**src/rtl/dmem_access_ctrl_pkg.sv**
```systemverilog
// Shared constants and types for the M-stage data-memory access controller.
//   beop_e   : access-size encoding carried from decode (m_beop / w_beop)
//   state_e  : controller state encoding
//   meta_t   : per-access info forwarded to the W-stage load extender
package dmem_access_ctrl_pkg;

  typedef enum logic [1:0] {
    BE_DEFAULT = 2'b00,
    BE_WORD    = 2'b01,
    BE_HALF    = 2'b10,
    BE_BYTE    = 2'b11
  } beop_e;

  localparam logic LOAD_EXT_SIGNED   = 1'b1;
  localparam logic LOAD_EXT_UNSIGNED = 1'b0;

  typedef enum logic {
    IDLE = 1'b0,
    BUSY = 1'b1
  } state_e;

  typedef struct packed {
    logic [1:0] addr_lo;
    beop_e      beop;
    logic       extop;
  } meta_t;

endpackage

```
**src/rtl/dmem_access_ctrl_store_align.sv**
```systemverilog
// Combinational store alignment for one data-memory access.
//   addr_lo    in  2   low byte-address bits
//   beop       in  2   access size (beop_e)
//   wdata      in  32  right-aligned store data
//   be         out 4   byte-lane enables
//   wdata_rep  out 32  store data replicated across the lanes
//   misaligned out 1   half on an odd address, or word off a word boundary
module dmem_access_ctrl_store_align
  import dmem_access_ctrl_pkg::*;
(
  input  logic [1:0]  addr_lo,
  input  logic [1:0]  beop,
  input  logic [31:0] wdata,
  output logic [3:0]  be,
  output logic [31:0] wdata_rep,
  output logic        misaligned
);

  always_comb begin
    // NOTE: every output gets a default before the case so no path can
    // leave one unassigned and infer a latch.
    be         = 4'b0000;
    wdata_rep  = wdata;
    misaligned = 1'b0;
    case (beop_e'(beop))
      BE_BYTE: begin
        be        = 4'b0001 << addr_lo;
        wdata_rep = {4{wdata[7:0]}};
      end
      BE_HALF: begin
        be         = 4'b0011 << {addr_lo[1], 1'b0};
        wdata_rep  = {2{wdata[15:0]}};
        misaligned = addr_lo[0];
      end
      BE_WORD: begin
        be         = 4'b1111;
        misaligned = (addr_lo != 2'b00);
      end
      default: ;
    endcase
  end

endmodule

```
**src/rtl/dmem_access_ctrl.sv**
```systemverilog
// M-stage data-memory access controller.
// Converts a load/store in M into one word-aligned req/ack bus transaction,
// stalls the pipeline until it completes, and registers the raw read word
// plus byte-lane info across the M/W boundary. Misaligned accesses raise
// adel/ades instead of touching the bus; a hung bus is aborted after TIMEOUT
// BUSY cycles with a bus_err pulse.
//   m_*        M-stage request (valid, re, we, addr, wdata, beop, loadextop)
//   flush      kill the W result of the in-flight access
//   stall      freeze F/D/E/M
//   bus_*      req/ack memory bus (req, we, addr, be, wdata out; ack, rdata in)
//   w_*        M/W registers: valid pulse, raw word, addr_lo, beop, extop
//   adel/ades  misaligned load/store exception pulses
//   bus_err    timeout abort pulse
module dmem_access_ctrl
  import dmem_access_ctrl_pkg::*;
#(
  parameter int TIMEOUT = 64,
  parameter int CNT_W   = 7
) (
  input  logic        clk,
  input  logic        rst_n,
  input  logic        m_valid,
  input  logic        m_re,
  input  logic        m_we,
  input  logic [31:0] m_addr,
  input  logic [31:0] m_wdata,
  input  logic [1:0]  m_beop,
  input  logic        m_loadextop,
  input  logic        flush,
  output logic        stall,
  output logic        bus_req,
  output logic        bus_we,
  output logic [31:0] bus_addr,
  output logic [3:0]  bus_be,
  output logic [31:0] bus_wdata,
  input  logic        bus_ack,
  input  logic [31:0] bus_rdata,
  output logic        w_valid,
  output logic [31:0] w_dr,
  output logic [1:0]  w_addr_lo,
  output logic [1:0]  w_beop,
  output logic        w_loadextop,
  output logic        adel,
  output logic        ades,
  output logic        bus_err
);

  state_e           state;
  logic [CNT_W-1:0] cnt;
  logic             kill;
  meta_t            req_meta;

  logic [3:0]  al_be;
  logic [31:0] al_wdata;
  logic        al_misaligned;

  logic access;
  logic accept;
  logic trap;

  dmem_access_ctrl_store_align u_align (
    .addr_lo    (m_addr[1:0]),
    .beop       (m_beop),
    .wdata      (m_wdata),
    .be         (al_be),
    .wdata_rep  (al_wdata),
    .misaligned (al_misaligned)
  );

  assign access = m_valid & (m_re | m_we) & (m_beop != BE_DEFAULT);
  // A flush in IDLE suppresses both acceptance and the exception report.
  assign accept = (state == IDLE) & access & ~flush & ~al_misaligned;
  assign trap   = (state == IDLE) & access & ~flush &  al_misaligned;

  // Stall rises in the accept cycle and falls in the ack cycle so the
  // pipeline advances together with the W-stage valid pulse.
  assign stall   = accept | ((state == BUSY) & ~bus_ack);
  assign bus_req = (state == BUSY);

  always_ff @(posedge clk or negedge rst_n) begin
    if (!rst_n) begin
      state       <= IDLE;
      cnt         <= '0;
      kill        <= 1'b0;
      req_meta    <= '0;
      bus_we      <= 1'b0;
      bus_addr    <= '0;
      bus_be      <= '0;
      bus_wdata   <= '0;
      w_valid     <= 1'b0;
      w_dr        <= '0;
      w_addr_lo   <= '0;
      w_beop      <= '0;
      w_loadextop <= 1'b0;
      adel        <= 1'b0;
      ades        <= 1'b0;
      bus_err     <= 1'b0;
    end else begin
      // NOTE: sequential state uses non-blocking assignments so every
      // register samples pre-edge values regardless of statement order.
      w_valid <= 1'b0;
      adel    <= 1'b0;
      ades    <= 1'b0;
      bus_err <= 1'b0;
      case (state)
        IDLE: begin
          if (accept) begin
            state          <= BUSY;
            cnt            <= '0;
            kill           <= 1'b0;
            bus_addr       <= {m_addr[31:2], 2'b00};
            bus_be         <= al_be;
            bus_wdata      <= al_wdata;
            bus_we         <= m_we;  // re&we together is a store
            req_meta.addr_lo <= m_addr[1:0];
            req_meta.beop    <= beop_e'(m_beop);
            req_meta.extop   <= m_loadextop;
          end else if (trap) begin
            adel <= ~m_we;
            ades <=  m_we;
          end
        end
        BUSY: begin
          if (bus_ack) begin
            state <= IDLE;
            kill  <= 1'b0;
            if (!bus_we) begin
              w_dr <= bus_rdata;
              // A flush landing in the ack cycle kills the result as well.
              if (!kill && !flush) begin
                w_valid     <= 1'b1;
                w_addr_lo   <= req_meta.addr_lo;
                w_beop      <= req_meta.beop;
                w_loadextop <= req_meta.extop;
              end
            end
          end else if (cnt == CNT_W'(TIMEOUT - 1)) begin
            state   <= IDLE;
            kill    <= 1'b0;
            bus_err <= 1'b1;
          end else begin
            cnt <= cnt + 1'b1;
            if (flush) kill <= 1'b1;
          end
        end
        default: state <= IDLE;
      endcase
    end
  end

endmodule

```
**config.mk**
```make
export PLATFORM = sky130hd
export DESIGN_NAME = dmem_access_ctrl
export DESIGN_NICKNAME = d
export VERILOG_FILES = /design/src/rtl/dmem_access_ctrl_pkg.sv /design/src/rtl/dmem_access_ctrl_store_align.sv /design/src/rtl/dmem_access_ctrl.sv
export SDC_FILE = /design/constraint.sdc
export NUM_CORES = 1
export LEC_CHECK = 0
export ABC_AREA = 1
export CORE_MARGIN = 2
export CORE_UTILIZATION = 43
export CTS_BUF_LIST = sky130_fd_sc_hd__clkbuf_16
export DETAILED_ROUTE_END_ITERATION = 10
export PLACE_DENSITY = 0.81
export SYNTH_ARGS = -nofsm -noshare
export SYNTH_HDL_FRONTEND = slang
export SYNTH_SLANG_ARGS = --single-unit
```
**constraint.sdc**
```tcl
create_clock -name clk -period 2.68 [get_ports clk]
set_input_delay 0.804 -clock clk [delete_from_list [all_inputs] [get_ports clk]]
set_output_delay 0.804 -clock clk [all_outputs]
set_load 0.005 [all_outputs]
```
==> results by group, run 1 <==
Logic synthesis
  • Synth top area cells: dfrtp_1 (59%), nand2_1 (22%), o21ai_0 (4.9%)
  • Syn_area_per_cell: 8.630 µm²
  • Post-synth cell types: 27
  • Yosys reg bits: 122
  • Post-synth top area share: 0.5857
  • Mapped cell area: 5212 µm²
  • Cell accounting for the most synthesized area: dfrtp_1
  • YS warnings: 0
  • Sequential share of the synthesized area: 0.5857
  • Cells after Synth: 604

Place
  • Placed Instances: 968
  • Post-DP HPWL: 10630 µm
  • Gpl congestion: 0.8743
  • Port bufs: 215

Power
  • Power per cell area: 826.2 nW/µm²
  • Peak VDD IR: 0.4147 mV
  • Pwr Total: 6846 µW
  • Pleak: 0.004061 µW

Final layout
  • Ratio of cells with drive above 1 in the final layout: 0.1005
  • Nets: 956
  • Ant. Diodes: 0
  • Area growth, synth to finish: 58.95%
  • Layout Cells excl Fill: 1003

Global route
  • Initial antenna violation count: 0
  • Gr ovfl total: 0
  • GRT Total Usage: 0.2242
  • Largest net degree at the start of global routing: 114
  • First-pass GRT wire length: 22880 µm
  • Vias in the first global route: 4813

Die
  • Initial core utilization: 0.4376
  • Cell row count: 40
  • Area of the core: 11910 µm²
  • Full die area: 13020 µm²
  • Die Y: 114.1 µm
  • Top-level I/O count: 218
  • Die X: 114.1 µm

Worst setup path
  • Slowest cell delay on critical path: 490 ps
  • CP Max Fanout: 2
  • Delay-heaviest family, CP: buffers and inverters
  • CP Capture Type: primary output
  • WS Path Type: in2out
  • CP required: 1880 ps
  • Critical Path AT: 1810 ps
  • Most frequent CP cell: nand2_2
  • WP buf/inv: 3
  • CP max-delay cell: clkdlybuf4s50_1
  • CP cell instances: clkdlybuf4s50_1 -> inv_2 -> nand2_1 -> nand2_2 -> nor2_4 -> nand2_4 -> nand2_2 -> buf_6
  • Startpoint Class: input pin

CTS
  • H-Tree Depth: 4
  • CTS Hold Bufs: 0
  • TritonCTS clock tree: built
  • Max Root-Sink Buffers: 2
  • CTS sink count: 122
  • Clk_lat worst skew: 400 ps
  • Clock-pin transition on the worst setup and hold timing paths: 50 ps
  • Root Driver: clkbuf_16
  • CTS Buf Count: 17

Detailed routing
  • Initial DRT Pass Iterations: 4
  • DRC violations left: 0
  • Vias per inst: 4.805
  • WL/cell: 14.32 µm
  • DRT antenna net count: 0
  • Routed WL: 14370 µm
  • DR vias: 4819
  • Initial drt markers: 342

Outcome
  • Status: complete, no violations

Timing
  • Setup violators final: 0
  • Clock skew: 7.849 ps
  • Final hold vios: 0
  • Hold Worst Slack: 415.5 ps
  • Fin crit share: 0.9758
  • Setup TNS: 0 ps
  • Final min period: 2615 ps
  • Max Freq: 0.3824 GHz
  • Worst relative slew slack: 0.5096
  • Slew @ Worst Pin: 735.7 ps
  • Slew Limit Fails: 0

Run
  • Max-cap violation count: 0

Worst hold path
  • Hold crit path type: in2async
final cells by class:
| cell class | instances | area (µm²) |
|---|---|---|
| Fill cell | 916 | 3626 |
| Sequential cell | 122 | 3053 |
| Timing Repair Buffer | 247 | 2452 |
| Multi-Input combinational cell | 425 | 1889 |
| Clock buffer | 17 | 425.4 |
| Tap cell | 147 | 183.9 |
| Clock inverter | 13 | 161.4 |
| Inverter | 32 | 120.1 |
power breakdown:
| group | internal (µW) | switching (µW) |
|---|---|---|
| clock | 1520 | 742 |
| combinational | 1190 | 736 |
| sequential | 2350 | 303 |
| total | 5060 | 1780 |
synth_stat cells:
master,n
nand4_1,2
nand2_1,301
nand2_2,3
a21oi_1,19
o21ai_2,2
buf_6,11
nand3_2,2
clkbuf_1,4
nor2_1,13
ha_1,5
dfrtp_1,122
nor3b_1,2
buf_8,1
inv_2,6
nor3_1,1
nand3b_1,1
conb_1,1
xor2_1,1
o21ai_0,51
buf_4,2
o21ai_1,7
nand2_4,2
inv_1,26
buf_2,8
nor3_4,1
nand3_1,9
nor2_4,1
per-layer routing:
layer / vias to the layer above / track usage / share of wire
li1: 2363 / - / -
met1: 2243 / 0.2620 / 0.42
met2: 194 / 0.3821 / 0.48
met3: 19 / 0.07676 / 0.087
met4: 0 / 0.08618 / 0.018
met5: - / 0 / 0
sequential cells by signal, summed over array words and instances, names as in the netlist:
signal / count
bus_wdata: 32
w_dr: 32
bus_addr: 30
cnt: 7
req_meta: 5
bus_be: 4
w_addr_lo: 2
w_beop: 2
adel: 1
ades: 1
bus_err: 1
bus_req: 1
bus_we: 1
kill: 1
w_loadextop: 1
w_valid: 1
path summary, 6_finish.rpt:
check,from,endpoint,slack [ps],cells past startpoint
max,m_we,stall,60,8
min,rst_n,bus_addr[19]$_DFFE_PN0P_,420,1
max reg2reg,bus_req$_DFF_PN0_,bus_addr[20]$_DFFE_PN0P_,840,9
min reg2reg,w_dr[27]$_DFFE_PN0P_,w_dr[27]$_DFFE_PN0P_,470,2
max in group asynchronous,rst_n,bus_wdata[17]$_DFFE_PN0P_,1610,2
min in group clk,w_dr[27]$_DFFE_PN0P_,w_dr[27]$_DFFE_PN0P_,470,2
placed cells by master, fill, tap and decap left out:
cell	Yosys	routed
nand2_1	301	297
clkdlybuf4s50_1	0	209
dfrtp_1	122	122
o21ai_0	51	51
buf_4	2	27
inv_1	26	25
a21oi_1	19	19
clkbuf_16	0	17
nor2_1	13	13
inv_2	6	9
nand3_1	9	9
nand2_2	3	7
o21ai_1	7	7
bufinv_16	0	4
buf_12	0	4
ha_4	0	3
clkinv_1	0	3
clkinv_2	0	3
buf_6	11	3
nand2_4	2	2
nand4_1	2	2
o21ai_2	2	2
nor3b_1	2	2
ha_1	5	2
conb_1	1	2
dlymetal6s2s_1	0	2
nor2_4	1	1
nand3_4	0	1
nor3_4	1	1
nor3_1	1	1
nand3b_1	1	1
xor2_1	1	1
nand3_2	2	1
clkinvlp_4	0	1
clkdlybuf4s15_1	0	1
dlygate4sd2_1	0	1
kinds of logic after synthesis:
| group | Yosys count | share of synthesized area |
|---|---|---|
| XOR/XNOR | 1 | 0.001681 |
| adder cells (fa/ha/maj) | 5 | 0.01200 |
| other | 1 | 0.0007194 |
| buffers and inverters | 58 | 0.06313 |
| AO/OA/AOI/OAI | 79 | 0.07729 |
| AND/OR/NAND/NOR | 338 | 0.2595 |
| flip-flops | 122 | 0.5857 |
through the flow:
step	setup WS, ps	utilization	area (µm²)
after floorplan	53.85	-	5216
after CTS	1.772	0.6905	8225
final	64.97	0.6956	8285
after detailed placement	-680.9	0.6375	7594
after global placement	-638.7	0.6375	7594
after global routing	-3.263	0.6956	8285
repair_timing:
item	4_1_cts	5_1_grt
hold endpoints to repair	0	0
pin swaps	2	4
setup endpoints to repair	52	56
gates resized for setup	15	10
gates cloned	0	0
setup buffers	2	3
No activity file was read; power rests on OpenSTA's default activity.
==> run 2, diff against run 1 <==
--- a/config.mk
+++ b/config.mk
@@ -6,8 +6,11 @@
 export NUM_CORES = 1
 export LEC_CHECK = 0
 export ABC_AREA = 1
+export ABC_CLOCK_PERIOD_IN_PS = 2680
+export CELL_PAD_IN_SITES_DETAIL_PLACEMENT = 1
+export CELL_PAD_IN_SITES_GLOBAL_PLACEMENT = 1
 export CORE_MARGIN = 2
-export CORE_UTILIZATION = 43
+export CORE_UTILIZATION = 31
 export CTS_BUF_LIST = sky130_fd_sc_hd__clkbuf_16
 export DETAILED_ROUTE_END_ITERATION = 10
 export PLACE_DENSITY = 0.81
==> run 2 against run 1 <==
  * Global-route usage down 3.4 points
  * Largest cell class unchanged
  * Critical path depth fell by 1
  * Count of clock-buffer cells in the layout did not move
  * Maximum frequency hardly changed
  * Non-clock buffer count increased by 2
  * Power decreased by 1.1%
==> results by group, run 2 (synthesized netlist as in run 1, its figures left out) <==
Detailed routing
  • DRT antenna net count: 0 (unchanged)
  • Initial DRT Pass Iterations: 4 (unchanged)
  • DRC violations left: 0 (unchanged)
  • Routed WL: 16660 µm (+16%)
  • WL/cell: 15.40 µm (+7.5%)
  • Vias per inst: 4.531 (-5.7%)
  • DR vias: 4903 (+1.7%)
  • Initial drt markers: 156 (-54%)

Timing
  • Slew @ Worst Pin: 815.7 ps (+80.02 ps)
  • Final hold vios: 0 (unchanged)
  • Final min period: 2613 ps (-1.926 ps)
  • Clock skew: 5.729 ps (-2.121 ps)
  • Fin worst setup slack: 66.90 ps (+1.926 ps)
  • Slew Limit Fails: 0 (unchanged)
  • Worst relative slew slack: 0.4562 (-0.05334)
  • Setup violators final: 0 (unchanged)
  • Fin crit share: 0.9750 (about the same)
  • Max Freq: 0.3827 GHz (about the same)

Global route
  • Global route hottest layer: met2
  • M1 GR Usage: 0.2247 (-0.03736)
  • First-pass GRT wire length: 26500 µm (+16%)
  • GRT Total Usage: 0.1903 (-0.03391)
  • Gr ovfl total: 0 (unchanged)
  • M2 GR Usage: 0.3216 (-0.06055)
  • GR Layer Usage met3: 0.07534 (-0.001418)
  • Initial antenna violation count: 2 (+2)
  • Largest net degree at the start of global routing: 114 (unchanged)
  • Vias in the first global route: 5204 (+8.1%)

Worst setup path
  • CP max-delay cell: clkdlybuf4s50_1
  • CP Capture Type: primary output
  • CP Max Fanout: 2 (unchanged)
  • CP cell instances: clkdlybuf4s50_1 -> nor2_2 -> nand2_2 -> nor2_4 -> nand2_4 -> nand2_1 -> buf_4
  • Startpoint Class: input pin
  • CP required: 1880 ps (about the same)
  • WS Path Type: in2out
  • Critical Path AT: 1810 ps (about the same)
  • Slowest cell delay on critical path: 440 ps (-50 ps)

CTS
  • H-Tree Depth: 4 (unchanged)
  • Clock-pin transition on the worst setup and hold timing paths: 50 ps (about the same)
  • Root Driver: clkbuf_16
  • Max Root-Sink Buffers: 2 (unchanged)
  • Clk_lat worst skew: 410 ps (about the same)
  • TritonCTS clock tree: built
  • CTS Buf Count: 17 (unchanged)
  • CTS sink count: 122 (unchanged)
  • CTS Hold Bufs: 0 (unchanged)

Power
  • Share of power burned in registers: 0.390 (+0.002)
  • Pleak: 0.004031 µW (-0.74%)
  • Combinational power share: 0.288 (+0.006)
  • Internal: 4894 µW (-3.4%)
  • Switching portion of total power: 0.2774 (+0.01726)
  • Peak VDD IR: 0.4373 mV (+5.5%)
  • Power per cell area: 811.4 nW/µm² (-1.8%)
  • Part of the power in the clock network: 0.321 (-0.009)
  • Net Sw Power: 1879 µW (+5.5%)

Final layout
  • Ratio of cells with drive above 1 in the final layout: 0.1105 (+0.009998)
  • Commonest non-fill, non-tap cell in the layout: nand2_1
  • Nets: 958 (+0.21%)
  • Area growth, synth to finish: 60.13%
  • Commonest non-fill, non-tap cells in the layout: nand2_1 (296), clkdlybuf4s50_1 (209), dfrtp_1 (122), o21ai_0 (51), buf_4 (32)
  • Layout Cells excl Fill: 1082 (+7.9%)
  • Post-route cell area: 8347 µm² (+0.74%)
  • Largest registers: bus_wdata x32, w_dr x32, bus_addr x30

Place
  • Placed Instances: 1043 (+7.7%)
  • Pre-CTS setup slack: -675.4 ps (+5.528 ps)
  • Post-DP HPWL: 11770 µm (+11%)
  • Port bufs: 215 (unchanged)
  • Gpl congestion: 0.7489 (-14%)
  • Cell Area, Placed: 7687 µm² (+1.2%)

Die
  • Cell row count: 47 (+18%)
  • Die X: 133.7 µm (+17%)
  • Area of the core: 16520 µm² (+39%)
  • Initial core utilization: 0.3154 (-0.1222)
  • Top-level I/O count: 218 (unchanged)
  • Full die area: 17870 µm² (+37%)
  • Die Y: 133.7 µm (+17%)

Run
  • Max-cap violation count: 0 (unchanged)

Worst hold path
  • Hold crit path type: in2async

Outcome
  • Status: complete, no violations
## run 2: final timing paths
kind | end | slack, ps | startpoint | cells past startpoint
worst max-delay path | stall | 70 | flush | 7
worst min-delay path | bus_wdata[3]$_DFFE_PN0P_ | 380 | rst_n | 1
worst max register to register | bus_addr[26]$_DFFE_PN0P_ | 750 | bus_req$_DFF_PN0_ | 9
worst min register to register | w_dr[23]$_DFFE_PN0P_ | 470 | w_dr[23]$_DFFE_PN0P_ | 2
max in group asynchronous | w_dr[26]$_DFFE_PN0P_ | 1680 | rst_n | 2
min in group clk | w_dr[23]$_DFFE_PN0P_ | 470 | w_dr[23]$_DFFE_PN0P_ | 2
## run 2: area by class of cell
type	instances	area (µm²)
Sequential cell	122	3053
Multi-Input combinational cell	425	1894
Clock inverter	15	135.1
Clock buffer	17	425.4
Inverter	32	120.1
Tap cell	220	275.3
Fill cell	1921	8178
Timing Repair Buffer	249	2439
Antenna cell	2	5.005
## run 2: worst max-delay path: cells and delay by family
kind          cells  cell delay, ps
buf+inv           2             560
simple gates      5             430
## run 2: power groups by stage
stage                     Clock [µW]  Sequential, µW  Combinational [µW]
final                           2180            2640                1950
after global routing            2310            2720                2150
after CTS                       2230            2650                1980
after detailed placement           0            2670                1960
after global placement             0            2650                1900
after floorplan                    0            2680                 541
## run 2: stage by stage
step	hold WS (ps)	util	total power (µW)	setup TNS [ps]
after floorplan	442.2	-	3224	0
after global placement	453.1	0.4652	4554	-41530
after detailed placement	459.1	0.4652	4623	-45870
after CTS	393.8	0.5010	6856	0
after global routing	417.3	0.5051	7174	-21.25
final	381.9	0.5051	6772	0
## run 2: repair_timing
action / 4_1_cts / 5_1_grt
pin swaps: 2 / 4
gates resized for setup: 18 / 9
endpoints found under the setup margin: 76 / 1
gates cloned: 0 / 0
buffers inserted: 1 / 4
## run 2: metal layers
metal | up-vias | share of wire
li1 | 2372 | -
met2 | 169 | 0.49
met3 | 18 | 0.083
met4 | 0 | 0.012
met5 | - | 0
met1 | 2344 | 0.42
